**config.mk**
```make
export PLATFORM = sky130hd
export DESIGN_NAME = alu_share_arbiter_flat
export DESIGN_NICKNAME = d
export VERILOG_FILES = /design/src/rtl/alu_share_arbiter_if.sv /design/src/rtl/alu_share_arbiter.sv /design/src/flat_wrapper.sv
export SDC_FILE = /design/constraint.sdc
export NUM_CORES = 1
export LEC_CHECK = 0
export CAP_MARGIN = 5
export CORE_AREA = 2 2 342 344
export DETAILED_ROUTE_END_ITERATION = 10
export DIE_AREA = 0 0 344 346
export PLACE_DENSITY_LB_ADDON = 0.1
export SLEW_MARGIN = 20
export SYNTH_ARGS = -nofsm -noshare
export SYNTH_HDL_FRONTEND = slang
export SYNTH_SLANG_ARGS = --single-unit
```
**constraint.sdc**
```tcl
create_clock -name clk -period 1.9 [get_ports clk]
set_clock_uncertainty 0.2 [all_clocks]
set_input_delay 0.38 -clock clk [delete_from_list [all_inputs] [get_ports clk]]
set_output_delay 0.38 -clock clk [all_outputs]
set_load 0.1 [all_outputs]
```
**src/rtl/alu_share_arbiter_if.sv**
```systemverilog
// Request, ALU and response bundle for the shared-ALU arbiter.
// Latency: none, this file only groups wires.
// Backpressure: valid/ready on both request ports and on the response port.
//   slave  : arbiter view (takes requests and ALU results, drives ALU operands and response)
//   master : environment view (issue logic, ALU and response consumer)
interface alu_share_arbiter_if #(
    parameter int TAG_W = 4
);
    logic             r0_valid;
    logic             r0_ready;
    logic [63:0]      r0_src1;
    logic [63:0]      r0_src2;
    logic [11:0]      r0_op;
    logic [TAG_W-1:0] r0_tag;

    logic             r1_valid;
    logic             r1_ready;
    logic [63:0]      r1_src1;
    logic [63:0]      r1_src2;
    logic [11:0]      r1_op;
    logic [TAG_W-1:0] r1_tag;

    logic [63:0]      alu_src1;
    logic [63:0]      alu_src2;
    logic [11:0]      alu_op;
    logic [63:0]      alu_data_rd;
    logic [63:0]      alu_dnpc1;
    logic [63:0]      alu_dnpc2;
    logic [31:0]      alu_raddr;

    logic             rsp_valid;
    logic             rsp_ready;
    logic             rsp_id;
    logic [TAG_W-1:0] rsp_tag;
    logic [63:0]      rsp_data;
    logic [63:0]      rsp_dnpc1;
    logic [63:0]      rsp_dnpc2;
    logic [31:0]      rsp_raddr;

    modport slave (
        input  r0_valid, r0_src1, r0_src2, r0_op, r0_tag,
        input  r1_valid, r1_src1, r1_src2, r1_op, r1_tag,
        input  alu_data_rd, alu_dnpc1, alu_dnpc2, alu_raddr,
        input  rsp_ready,
        output r0_ready, r1_ready,
        output alu_src1, alu_src2, alu_op,
        output rsp_valid, rsp_id, rsp_tag, rsp_data, rsp_dnpc1, rsp_dnpc2, rsp_raddr
    );

    modport master (
        output r0_valid, r0_src1, r0_src2, r0_op, r0_tag,
        output r1_valid, r1_src1, r1_src2, r1_op, r1_tag,
        output alu_data_rd, alu_dnpc1, alu_dnpc2, alu_raddr,
        output rsp_ready,
        input  r0_ready, r1_ready,
        input  alu_src1, alu_src2, alu_op,
        input  rsp_valid, rsp_id, rsp_tag, rsp_data, rsp_dnpc1, rsp_dnpc2, rsp_raddr
    );
endinterface

```
**src/rtl/alu_share_arbiter.sv**
```systemverilog
// Shares one combinational 64-bit ALU between the EXU (port 0) and LSU address gen (port 1).
// Latency: grant and ALU drive in the request cycle; registered response valid the next cycle.
// Backpressure: no grant while the response register is full and rsp_ready is low; 1 op/cycle when drained.
//   clk, rst_n : clock and asynchronous active-low reset
//   bus.r0_* / bus.r1_*   : request ports (valid/ready, operands, one-hot op, tag)
//   bus.alu_*             : operands out to the ALU and its results back
//   bus.rsp_*             : one-entry response register (valid/ready, id, tag, captured results)
module alu_share_arbiter #(
    parameter int PRIO_MODE = 0,
    parameter int MAX_WAIT  = 4,
    parameter int TAG_W     = 4
) (
    input  logic                 clk,
    input  logic                 rst_n,
    alu_share_arbiter_if.slave   bus
);

    localparam logic [3:0] MAX_WAIT_C = 4'(MAX_WAIT);

    typedef enum logic {EMPTY, FULL} state_t;

    state_t           state_q, state_d;
    logic             last_grant_q, last_grant_d;   // 1 = port 1 was granted last
    logic [3:0]       wait_cnt_q, wait_cnt_d;
    logic             rsp_id_q, rsp_id_d;
    logic [TAG_W-1:0] rsp_tag_q, rsp_tag_d;
    logic [63:0]      rsp_data_q, rsp_data_d;
    logic [63:0]      rsp_dnpc1_q, rsp_dnpc1_d;
    logic [63:0]      rsp_dnpc2_q, rsp_dnpc2_d;
    logic [31:0]      rsp_raddr_q, rsp_raddr_d;

    logic can_accept;
    logic gnt0;
    logic gnt1;

    // Grant selection: only one port can be granted, and only if the
    // response slot is free now or is being drained this same cycle.
    always_comb begin
        can_accept = (state_q == EMPTY) || bus.rsp_ready;
        gnt0       = 1'b0;
        gnt1       = 1'b0;
        if (can_accept) begin
            if (bus.r0_valid && bus.r1_valid) begin
                if (PRIO_MODE == 0) begin
                    gnt1 = ~last_grant_q;
                end else begin
                    gnt1 = (wait_cnt_q == MAX_WAIT_C);
                end
                gnt0 = ~gnt1;
            end else begin
                gnt0 = bus.r0_valid;
                gnt1 = bus.r1_valid;
            end
        end
    end

    assign bus.r0_ready = gnt0;
    assign bus.r1_ready = gnt1;

    // ALU operands are zero in idle cycles so the ALU sees op=0.
    always_comb begin
        bus.alu_src1 = '0;
        bus.alu_src2 = '0;
        bus.alu_op   = '0;
        if (gnt0) begin
            bus.alu_src1 = bus.r0_src1;
            bus.alu_src2 = bus.r0_src2;
            bus.alu_op   = bus.r0_op;
        end else if (gnt1) begin
            bus.alu_src1 = bus.r1_src1;
            bus.alu_src2 = bus.r1_src2;
            bus.alu_op   = bus.r1_op;
        end
    end

    always_comb begin
        state_d      = state_q;
        last_grant_d = last_grant_q;
        wait_cnt_d   = wait_cnt_q;
        rsp_id_d     = rsp_id_q;
        rsp_tag_d    = rsp_tag_q;
        rsp_data_d   = rsp_data_q;
        rsp_dnpc1_d  = rsp_dnpc1_q;
        rsp_dnpc2_d  = rsp_dnpc2_q;
        rsp_raddr_d  = rsp_raddr_q;

        if (gnt0 || gnt1) begin
            state_d      = FULL;
            last_grant_d = gnt1;
            rsp_id_d     = gnt1;
            rsp_tag_d    = gnt1 ? bus.r1_tag : bus.r0_tag;
            rsp_data_d   = bus.alu_data_rd;
            rsp_dnpc1_d  = bus.alu_dnpc1;
            rsp_dnpc2_d  = bus.alu_dnpc2;
            rsp_raddr_d  = bus.alu_raddr;
        end else if (bus.rsp_ready) begin
            state_d = EMPTY;
        end

        // Starvation guard counts how long port 1 has been refused in a row.
        if (PRIO_MODE == 0) begin
            wait_cnt_d = '0;
        end else if (!bus.r1_valid || gnt1) begin
            wait_cnt_d = '0;
        end else if (wait_cnt_q != MAX_WAIT_C) begin
            wait_cnt_d = wait_cnt_q + 4'd1;
        end
    end

    always_ff @(posedge clk or negedge rst_n) begin
        if (!rst_n) begin
            state_q      <= EMPTY;
            last_grant_q <= 1'b1;
            wait_cnt_q   <= '0;
            rsp_id_q     <= 1'b0;
            rsp_tag_q    <= '0;
            rsp_data_q   <= '0;
            rsp_dnpc1_q  <= '0;
            rsp_dnpc2_q  <= '0;
            rsp_raddr_q  <= '0;
        end else begin
            state_q      <= state_d;
            last_grant_q <= last_grant_d;
            wait_cnt_q   <= wait_cnt_d;
            rsp_id_q     <= rsp_id_d;
            rsp_tag_q    <= rsp_tag_d;
            rsp_data_q   <= rsp_data_d;
            rsp_dnpc1_q  <= rsp_dnpc1_d;
            rsp_dnpc2_q  <= rsp_dnpc2_d;
            rsp_raddr_q  <= rsp_raddr_d;
        end
    end

    assign bus.rsp_valid = (state_q == FULL);
    assign bus.rsp_id    = rsp_id_q;
    assign bus.rsp_tag   = rsp_tag_q;
    assign bus.rsp_data  = rsp_data_q;
    assign bus.rsp_dnpc1 = rsp_dnpc1_q;
    assign bus.rsp_dnpc2 = rsp_dnpc2_q;
    assign bus.rsp_raddr = rsp_raddr_q;

endmodule

```
**src/flat_wrapper.sv**
```systemverilog
// flat-port wrapper written by rule: the top's interface ports become plain ports
module alu_share_arbiter_flat 
#(
    parameter int PRIO_MODE = 0,
    parameter int MAX_WAIT  = 4,
    parameter int TAG_W     = 4
)
  (clk, rst_n, bus_r0_valid, bus_r0_src1, bus_r0_src2, bus_r0_op, bus_r0_tag, bus_r1_valid, bus_r1_src1, bus_r1_src2, bus_r1_op, bus_r1_tag, bus_alu_data_rd, bus_alu_dnpc1, bus_alu_dnpc2, bus_alu_raddr, bus_rsp_ready, bus_r0_ready, bus_r1_ready, bus_alu_src1, bus_alu_src2, bus_alu_op, bus_rsp_valid, bus_rsp_id, bus_rsp_tag, bus_rsp_data, bus_rsp_dnpc1, bus_rsp_dnpc2, bus_rsp_raddr);
  alu_share_arbiter_if #(.TAG_W(TAG_W)) bus_i ();
  input  logic clk;
  input  logic rst_n;
  input wire logic [$bits(bus_i.r0_valid)-1:0] bus_r0_valid;
  input wire logic [$bits(bus_i.r0_src1)-1:0] bus_r0_src1;
  input wire logic [$bits(bus_i.r0_src2)-1:0] bus_r0_src2;
  input wire logic [$bits(bus_i.r0_op)-1:0] bus_r0_op;
  input wire logic [$bits(bus_i.r0_tag)-1:0] bus_r0_tag;
  input wire logic [$bits(bus_i.r1_valid)-1:0] bus_r1_valid;
  input wire logic [$bits(bus_i.r1_src1)-1:0] bus_r1_src1;
  input wire logic [$bits(bus_i.r1_src2)-1:0] bus_r1_src2;
  input wire logic [$bits(bus_i.r1_op)-1:0] bus_r1_op;
  input wire logic [$bits(bus_i.r1_tag)-1:0] bus_r1_tag;
  input wire logic [$bits(bus_i.alu_data_rd)-1:0] bus_alu_data_rd;
  input wire logic [$bits(bus_i.alu_dnpc1)-1:0] bus_alu_dnpc1;
  input wire logic [$bits(bus_i.alu_dnpc2)-1:0] bus_alu_dnpc2;
  input wire logic [$bits(bus_i.alu_raddr)-1:0] bus_alu_raddr;
  input wire logic [$bits(bus_i.rsp_ready)-1:0] bus_rsp_ready;
  output wire logic [$bits(bus_i.r0_ready)-1:0] bus_r0_ready;
  output wire logic [$bits(bus_i.r1_ready)-1:0] bus_r1_ready;
  output wire logic [$bits(bus_i.alu_src1)-1:0] bus_alu_src1;
  output wire logic [$bits(bus_i.alu_src2)-1:0] bus_alu_src2;
  output wire logic [$bits(bus_i.alu_op)-1:0] bus_alu_op;
  output wire logic [$bits(bus_i.rsp_valid)-1:0] bus_rsp_valid;
  output wire logic [$bits(bus_i.rsp_id)-1:0] bus_rsp_id;
  output wire logic [$bits(bus_i.rsp_tag)-1:0] bus_rsp_tag;
  output wire logic [$bits(bus_i.rsp_data)-1:0] bus_rsp_data;
  output wire logic [$bits(bus_i.rsp_dnpc1)-1:0] bus_rsp_dnpc1;
  output wire logic [$bits(bus_i.rsp_dnpc2)-1:0] bus_rsp_dnpc2;
  output wire logic [$bits(bus_i.rsp_raddr)-1:0] bus_rsp_raddr;
  assign bus_i.r0_valid = bus_r0_valid;
  assign bus_i.r0_src1 = bus_r0_src1;
  assign bus_i.r0_src2 = bus_r0_src2;
  assign bus_i.r0_op = bus_r0_op;
  assign bus_i.r0_tag = bus_r0_tag;
  assign bus_i.r1_valid = bus_r1_valid;
  assign bus_i.r1_src1 = bus_r1_src1;
  assign bus_i.r1_src2 = bus_r1_src2;
  assign bus_i.r1_op = bus_r1_op;
  assign bus_i.r1_tag = bus_r1_tag;
  assign bus_i.alu_data_rd = bus_alu_data_rd;
  assign bus_i.alu_dnpc1 = bus_alu_dnpc1;
  assign bus_i.alu_dnpc2 = bus_alu_dnpc2;
  assign bus_i.alu_raddr = bus_alu_raddr;
  assign bus_i.rsp_ready = bus_rsp_ready;
  assign bus_r0_ready = bus_i.r0_ready;
  assign bus_r1_ready = bus_i.r1_ready;
  assign bus_alu_src1 = bus_i.alu_src1;
  assign bus_alu_src2 = bus_i.alu_src2;
  assign bus_alu_op = bus_i.alu_op;
  assign bus_rsp_valid = bus_i.rsp_valid;
  assign bus_rsp_id = bus_i.rsp_id;
  assign bus_rsp_tag = bus_i.rsp_tag;
  assign bus_rsp_data = bus_i.rsp_data;
  assign bus_rsp_dnpc1 = bus_i.rsp_dnpc1;
  assign bus_rsp_dnpc2 = bus_i.rsp_dnpc2;
  assign bus_rsp_raddr = bus_i.rsp_raddr;
  alu_share_arbiter #(.PRIO_MODE(PRIO_MODE), .MAX_WAIT(MAX_WAIT), .TAG_W(TAG_W)) u_core (.clk(clk), .rst_n(rst_n), .bus(bus_i));
endmodule
```
# Word-level counts from Yosys, hierarchy flattened
# Cells that the tools add are included.
# op_classes
n_bitwise	3
n_reduce_logical	4
mux	15
# op_table
op	count
2-to-1 mux 64 bit	4
2-to-1 mux 12 bit	2
2-to-1 mux 1 bit	8
2-to-1 mux 4 bit	1
inverter 1 bit	3
logical OR 1 bit	2
nonzero test 2 bit	1
logical AND 1 bit	1
# word_totals
ff_bits	231
output_inout_bits	372
inputBits	517

# Depth between registers and ports, before layout
# Gate-level depths: netlist of run 1.
# logic_depth
ltp_word	8
depth_mapped	6
depth_no_buf	3

# Worst setup path after synthesis of run 1
# Ideal clock, no wire load.
# synth_path
path_type	register -> output
start	register u_core.state_q, in the netlist u_core.bus.rsp_valid
end	output bus_alu_src1[54]
arrival_ps	2654
n_path_buf	2
path_stages_with_launch	6
setup_slack_ps	-1334
path_cell_list	dfrtp_1 -> nand2b_4 -> and3_1 -> buf_2 -> buf_2 -> a22o_1
# synth_between
elab_cells_between_ends	6
# synth_lines
element	line_no	source
start: declaration	alu_share_arbiter.sv:22	state_t state_q, state_d;
start signal: assignment	alu_share_arbiter.sv:122	state_q <= state_d;
inverter 1 bit	alu_share_arbiter.sv:39	can_accept = (state_q == EMPTY) || bus.rsp_ready;
logical OR 1 bit	alu_share_arbiter.sv:39	
2-to-1 mux 1 bit	alu_share_arbiter.sv:42	if (can_accept) begin
net bus_r0_ready	flat_wrapper.sv:27	output wire logic [$bits(bus_i.r0_ready)-1:0] bus_r0_ready;
2-to-1 mux 64 bit	alu_share_arbiter.sv:65	if (gnt0) begin
end: declaration	flat_wrapper.sv:29	output wire logic [$bits(bus_i.alu_src1)-1:0] bus_alu_src1;
# The timed path passes the listed nets, and every way through them passes these cells.

# Final worst setup path of run 1
# layout_path
start	register u_core.last_grant_q
end	output bus_alu_src1[17]
# layout_between
elab_chain_len	7
elab_cells_between_ends	10
# layout_rtl
element	line_no	source
start: declaration	alu_share_arbiter.sv:23	logic last_grant_q, last_grant_d;
start signal: assignment	alu_share_arbiter.sv:123	last_grant_q <= last_grant_d;
inverter 1 bit (*)	alu_share_arbiter.sv:45	gnt1 = ~last_grant_q;
2-to-1 mux 1 bit (*)	alu_share_arbiter.sv:43	if (bus.r0_valid && bus.r1_valid) begin
2-to-1 mux 1 bit (*)	alu_share_arbiter.sv:42	
2-to-1 mux 1 bit or inverter 1 bit (tied branches)	alu_share_arbiter.sv:43, alu_share_arbiter.sv:49	
2-to-1 mux 1 bit, on equally long branches	alu_share_arbiter.sv:42, alu_share_arbiter.sv:43	
2-to-1 mux 64 bit or 2-to-1 mux 1 bit (tied branches)	alu_share_arbiter.sv:69, alu_share_arbiter.sv:42	
2-to-1 mux 64 bit (*)	alu_share_arbiter.sv:65	
# Mark *: on every way between the ends. The rest lies on a longest branch, timed or not. The select of a mux whose other input is x is not followed.

==> impl_metrics.toml, run 1 <==
[sta]
min_period_ns = 2.78
drv_slew = 0
worst_pin_slew_ns = 0.492
setup_viol_count_final = 367
hold_viol = 0
fmax_mhz = 360
period_share = 1.46
rsz0062_at_grt = "yes"
fin_ws_ns = -0.877
slew_headroom = 0.671
hold_ws_ns = 0.0787

[setup_path]
worstSetupEndpointType = "output port"
cp-start-kind = "register"
cp.required_ns = 1.32
worstSetupPathType = "reg2out"
cp_common_cell = "buf_12"
cp_max_fo = 5
slowest_delay_ns = 0.55
path_cells = "nand2b_1, and3_4, buf_4, buf_12, clkbuf_16, a22o_4, buf_12"
cp_slowest_cell = "dfstp_2"
arrival_ns = 2.20

[clocking]
clk_latency_ns = 0.56
cts_sinks = 231
cts-root-buf = "clkbuf_16"
cts_tree = "done"
cts_max_level = 2
clk_pin_slew_ns = 0.06
numCtsBuffers = 36
cts_buffer_depth = 3

[synth]
synth_top_area_cell = "dfrtp_1"
synthTopCellsByArea = "dfrtp_1 (56%), mux2_1 (18%), a22o_1 (12%), mux2_2 (7.1%), buf_6 (3.5%)"
ys_ff_latch = 231
synth-xor-area-share = 0
synth.yosys.seq_area_share = 0.566
synth_nets = 1196
synth_top_cell_area_share = 0.564
synth_top_family_by_area = "multiplexers"
yosysWarnings = 0
muxShareOfSynthArea = 0.247
synth_cell_types = 24
syn_inst = 679
synth-adder-area-share = 0
synth_area_um2 = 10200
synth_compound_area_frac = 0.129
synthSimpleGateAreaFrac = 0.00846
synth_area_per_cell_um2 = 15.0

[cells_and_area]
final_cell_mix = "clkdlybuf4s50_1 (514), buf_12 (393), dfrtp_1 (229)"
finish.instance_area_um2 = 29400
nNetsFinal = 2183
final_common_cell = "clkdlybuf4s50_1"
area_delta_synth_final_pct = 188
n_fill_cell = 11900
drive_gt1_frac = 0.538
final_util = 0.255

[power_and_ir_drop]
p_leak_nw = 12.6
peakVddDrop_uv = 484
fin_total_pwr_mw = 29.4
power_density_nw_per_um2 = 999

[floorplan]
die_h_um = 346
ioPinCount = 889
dieArea_um2 = 119000
die_w_um = 344
initial_utilization = 0.0884
coreArea_um2 = 115000
num_rows = 125

[grt]
grt_start_max_net_pins = 49
grt_pass1_wl_mm = 107
grt_pass1_vias = 11400
track_usage = 0.133
antenna_found_initial = 50
grt_overflow = 0

[routing]
drt_iter0_markers = 311
wire_per_inst_um = 27.0
remaining_drc_errors = 0
vias_per_cell = 3.25
wl_mm = 87.2
firstDrtPassIters = 5
vias = 10500
antenna_left = 0

[outcome]
violations = "negative setup slack"
status = "finished, violations left"

[placed_design]
gp_congestion = 0.901
dp_hpwl_mm = 69.2
io_buffers = 888
placed_area_um2 = 25900

[run]
drv_cap = 0

[hold_path]
hp-class = "in2async"
critical path, delay by kind of cell, from the launching register on:
| kind | cells | cell delay, ns |
|---|---|---|
| DFF | 1 | 0.55 |
| AOI/OAI and AO/OA | 1 | 0.13 |
| and+or+nand+nor | 2 | 0.34 |
| buffers and inverters | 4 | 0.60 |
cells by family after synthesis:
group | after synthesis
mux | 224
compound gates | 152
buf+inv | 60
flops | 231
simple gates | 12
metal layers:
| layer | global-route usage | share of wire | vias to the layer above |
|---|---|---|---|
| met2 | 0.267 | 0.56 | 556 |
| li1 | - | - | 4582 |
| met3 | 0.0512 | 0.088 | 133 |
| met4 | 0.0514 | 0.038 | 34 |
| met5 | 0 | 0.0023 | - |
| met1 | 0.116 | 0.31 | 5200 |
registers in the layout, summed over array words and instances, names as in the netlist:
register and cells:
u_core.bus.rsp_data 64, u_core.bus.rsp_dnpc1 64, u_core.bus.rsp_dnpc2 64, u_core.bus.rsp_raddr 32, u_core.bus.rsp_tag 4, u_core.bus.rsp_id 1
u_core.bus.rsp_valid 1, u_core.last_grant_q 1
area by class of cell:
class,instances,area (um2),area share
Multi-Input combinational cell,388,5570,0.190
Inverter,4,15.0,0.000511
Tap cell,1524,1910,0.0649
Clock buffer,53,1080,0.0366
Timing Repair Buffer,1005,14900,0.506
Antenna cell,14,35.0,0.00119
Clock inverter,9,140,0.00477
Sequential cell,231,5790,0.197
synth_stat cells, drive strengths merged:
cell type	instances
inv	4
and2b	1
and3	1
mux2	224
o311ai	4
nor2	2
buf	53
dfstp	1
o21ai	5
a21o	2
nand2	1
clkbuf	3
and2	1
nand3	4
dfrtp	230
nand2b	2
a22o	140
a21boi	1
worst paths after layout:
kind | start | endpoint | slack, ns | cells after the start
setup / recovery | u_core.last_grant_q | bus_alu_src1[17] | -0.88 | 7
hold / removal | rst_n | u_core.bus.rsp_dnpc1[46] | 0.08 | 2
setup reg to reg | u_core.bus.rsp_valid | u_core.bus.rsp_raddr[17] | -0.23 | 7
hold reg to reg | u_core.last_grant_q | u_core.last_grant_q | 0.33 | 1
max in group asynchronous | rst_n | u_core.bus.rsp_data[26] | 0.63 | 3
min in group clk | bus_alu_data_rd[45] | u_core.bus.rsp_data[45] | 0.23 | 2
stage by stage:
stage                     setup WS [ns]  cells  TNS, ns
after global placement           -0.905   3086  -255.94
after floorplan                  -0.544    679   -78.82
after CTS                        -0.955   3175  -166.88
final                            -0.877   3228  -160.61
after detailed placement         -0.896   3086  -254.76
after global routing             -0.965   3223  -184.13
power breakdown:
part / switching, mW / internal, mW
sequential: 0.784 / 5.63
combinational: 9.47 / 6.58
clock: 2.69 / 4.21
total: 12.9 / 16.4
timing repair:
action | 4_1_cts | 5_1_grt
pin swaps | 26 | 10
hold buffers | 1 | 0
gates resized for setup | 71 | 142
endpoints found under the setup margin | 367 | 369
setup buffers | 14 | 6
hold endpoints to repair | 230 | 0
cloned | 12 | 34
(Power assumes the default switching activity.)
==> run 2, diff against run 1 <==
- CTS_CLUSTER_SIZE: not set -> 24
- PLACE_DENSITY: not set -> 0.39
- PLACE_DENSITY_LB_ADDON: 0.1 -> not set
==> run 2 against run 1 <==
Against the previous run: the flow still finishes with violations (negative setup slack); via count rose by 2.0%; global-route usage rose by 0.39 points; critical path type unchanged; critical endpoint is now bus_alu_src2[34]; final cell count up 0.71%; setup slack worse by 0.081 ns; highest routed layer unchanged; largest power group unchanged.
==> impl_metrics.toml, run 2 (same netlist as run 1, synthesis figures left out) <==
[outcome]
status = "finished, violations left"
violations = "negative setup slack"

[grt]
grt_overflow = 0
grt_pass1_wl_mm = 111
track_usage = 0.137
grt_pass1_vias = 11600
grt_start_max_net_pins = 60
antenna_found_initial = 65

[power_and_ir_drop]
peakVddDrop_uv = 490
fin_total_pwr_mw = 28.4
p_leak_nw = 12.9
power_density_nw_per_um2 = 953

[floorplan]
coreArea_um2 = 115000
die_h_um = 346
ioPinCount = 889
num_rows = 125
initial_utilization = 0.0884
dieArea_um2 = 119000
die_w_um = 344

[clocking]
numCtsBuffers = 28
cts_max_level = 1
cts-root-buf = "clkbuf_16"
cts_sinks = 231
cts_buffer_depth = 3
cts_tree = "done"
clk_latency_ns = 0.58
clk_pin_slew_ns = 0.06

[setup_path]
worstSetupPathType = "reg2out"
crit_start = "u_core.last_grant_q"
cp.required_ns = 1.32
arrival_ns = 2.28
cp_max_fo = 6
crit_end = "bus_alu_src2[34]"
rrSetupSlack_ns = -0.26
rr_startpoint = "u_core.bus.rsp_valid"
worst_r2r_path_depth = 9
r2r-end = "u_core.bus.rsp_dnpc1[51]"
cp-start-kind = "register"
worstSetupEndpointType = "output port"

[cells_and_area]
finish.instance_area_um2 = 29800
nNetsFinal = 2213
drive_gt1_frac = 0.558
n_fill_cell = 11800
final_cell_mix = "clkdlybuf4s50_1 (515), buf_12 (407), mux2_4 (224), dfrtp_1 (224), a22o_4 (131)"
final_common_cell = "clkdlybuf4s50_1"
area_delta_synth_final_pct = 192

[sta]
rsz0062_at_grt = "yes"
setup_viol_count_final = 372
fmax_mhz = 350
hold_ws_ns = 0.0318
drv_slew = 0
min_period_ns = 2.86
slew_headroom = 0.743
hold_viol = 0
worst_pin_slew_ns = 0.386
fin_ws_ns = -0.958
period_share = 1.50

[routing]
firstDrtPassIters = 4
wire_per_inst_um = 27.2
vias_per_cell = 3.30
wl_mm = 88.3
remaining_drc_errors = 0
antenna_left = 0
drt_iter0_markers = 320
vias = 10700

[placed_design]
placed_area_um2 = 26100
dp_hpwl_mm = 72.6
gp_congestion = 0.866
place_ws_ns = -0.867
io_buffers = 888

[hold_path]
hp-class = "in2async"

[run]
drv_cap = 0
[run 2: cell count changes in the layout (fill, tap and decap cells not counted), moves of 19 or more]
cell and delta:
buf_8 +24, a22o_2 -34, mux2_2 -19, clkbuf_16 -21
a22o_4 +34, mux2_4 +26
[run 2: routing by layer]
layer / GRT usage / wire length [um] / vias to the layer above
li1: - / - / 4648
met1: 0.146 / 30900 / 5323
met2: 0.263 / 47900 / 570
met3: 0.0412 / 7510 / 149
met4: 0.0262 / 1870 / 24
met5: 0 / 156 / -
[run 2: what timing repair did]
item,CTS,global route
endpoints found under the setup margin,376,393
resized for setup,183,177
hold buffers,2,0
endpoints found under the hold margin,231,0
pin swaps,3,61
gates cloned,14,24
setup buffers,29,17
[run 2: final cells by class]
class	instances	area (um2)	share of cell area
sequential	231	5790	0.194
multi-input combinational	389	5990	0.201
antenna	11	27.5	0.000923
inverter	4	15.0	0.000504
timing repair buffer	1042	15100	0.507
clock buffer	35	787	0.0264
clock inverter	15	186	0.00625
tap	1524	1910	0.0639
[run 2: worst max-delay path, cell delays in order (launching register included)]
cell      delay [ns]
dfstp_2         0.54
buf_6           0.10
a21boi_4        0.06
and2_4          0.20
buf_12          0.17
buf_16          0.15
a22o_4          0.28
buf_12          0.17
[run 2: worst min-delay path by stage]
| stage | start | end | slack (ns) | depth (start not counted) |
|---|---|---|---|---|
| 3_3_place_gp | rst_n | u_core.bus.rsp_dnpc1[48] | 0.07 | 1 |
| 4_1_cts | bus_alu_dnpc2[5] | u_core.bus.rsp_dnpc2[5] | 0.1 | 2 |
| 6_report | rst_n | u_core.bus.rsp_dnpc1[48] | 0.03 | 2 |
| 3_5_place_dp | rst_n | u_core.bus.rsp_data[56] | 0.07 | 1 |
| 5_1_grt | rst_n | u_core.bus.rsp_dnpc1[38] | 0.04 | 2 |
| 2_1_floorplan | rst_n | u_core.bus.rsp_data[0] | -0.12 | 0 |
[run 2: power by group]
part	switching (mW)	internal (mW)	total, mW
sequential	0.837	5.62	6.46
combinational	9.51	6.76	16.3
clock	2.33	3.34	5.67
total	12.7	15.7	28.4
[run 2: stage by stage]
step	utilization	setup TNS [ns]	instances
floorplan	-	-78.82	679
global placement	0.226	-247.21	3121
detailed placement	0.226	-241.68	3121
CTS	0.247	-182.34	3215
global route	0.258	-189.10	3242
finish	0.258	-165.96	3251
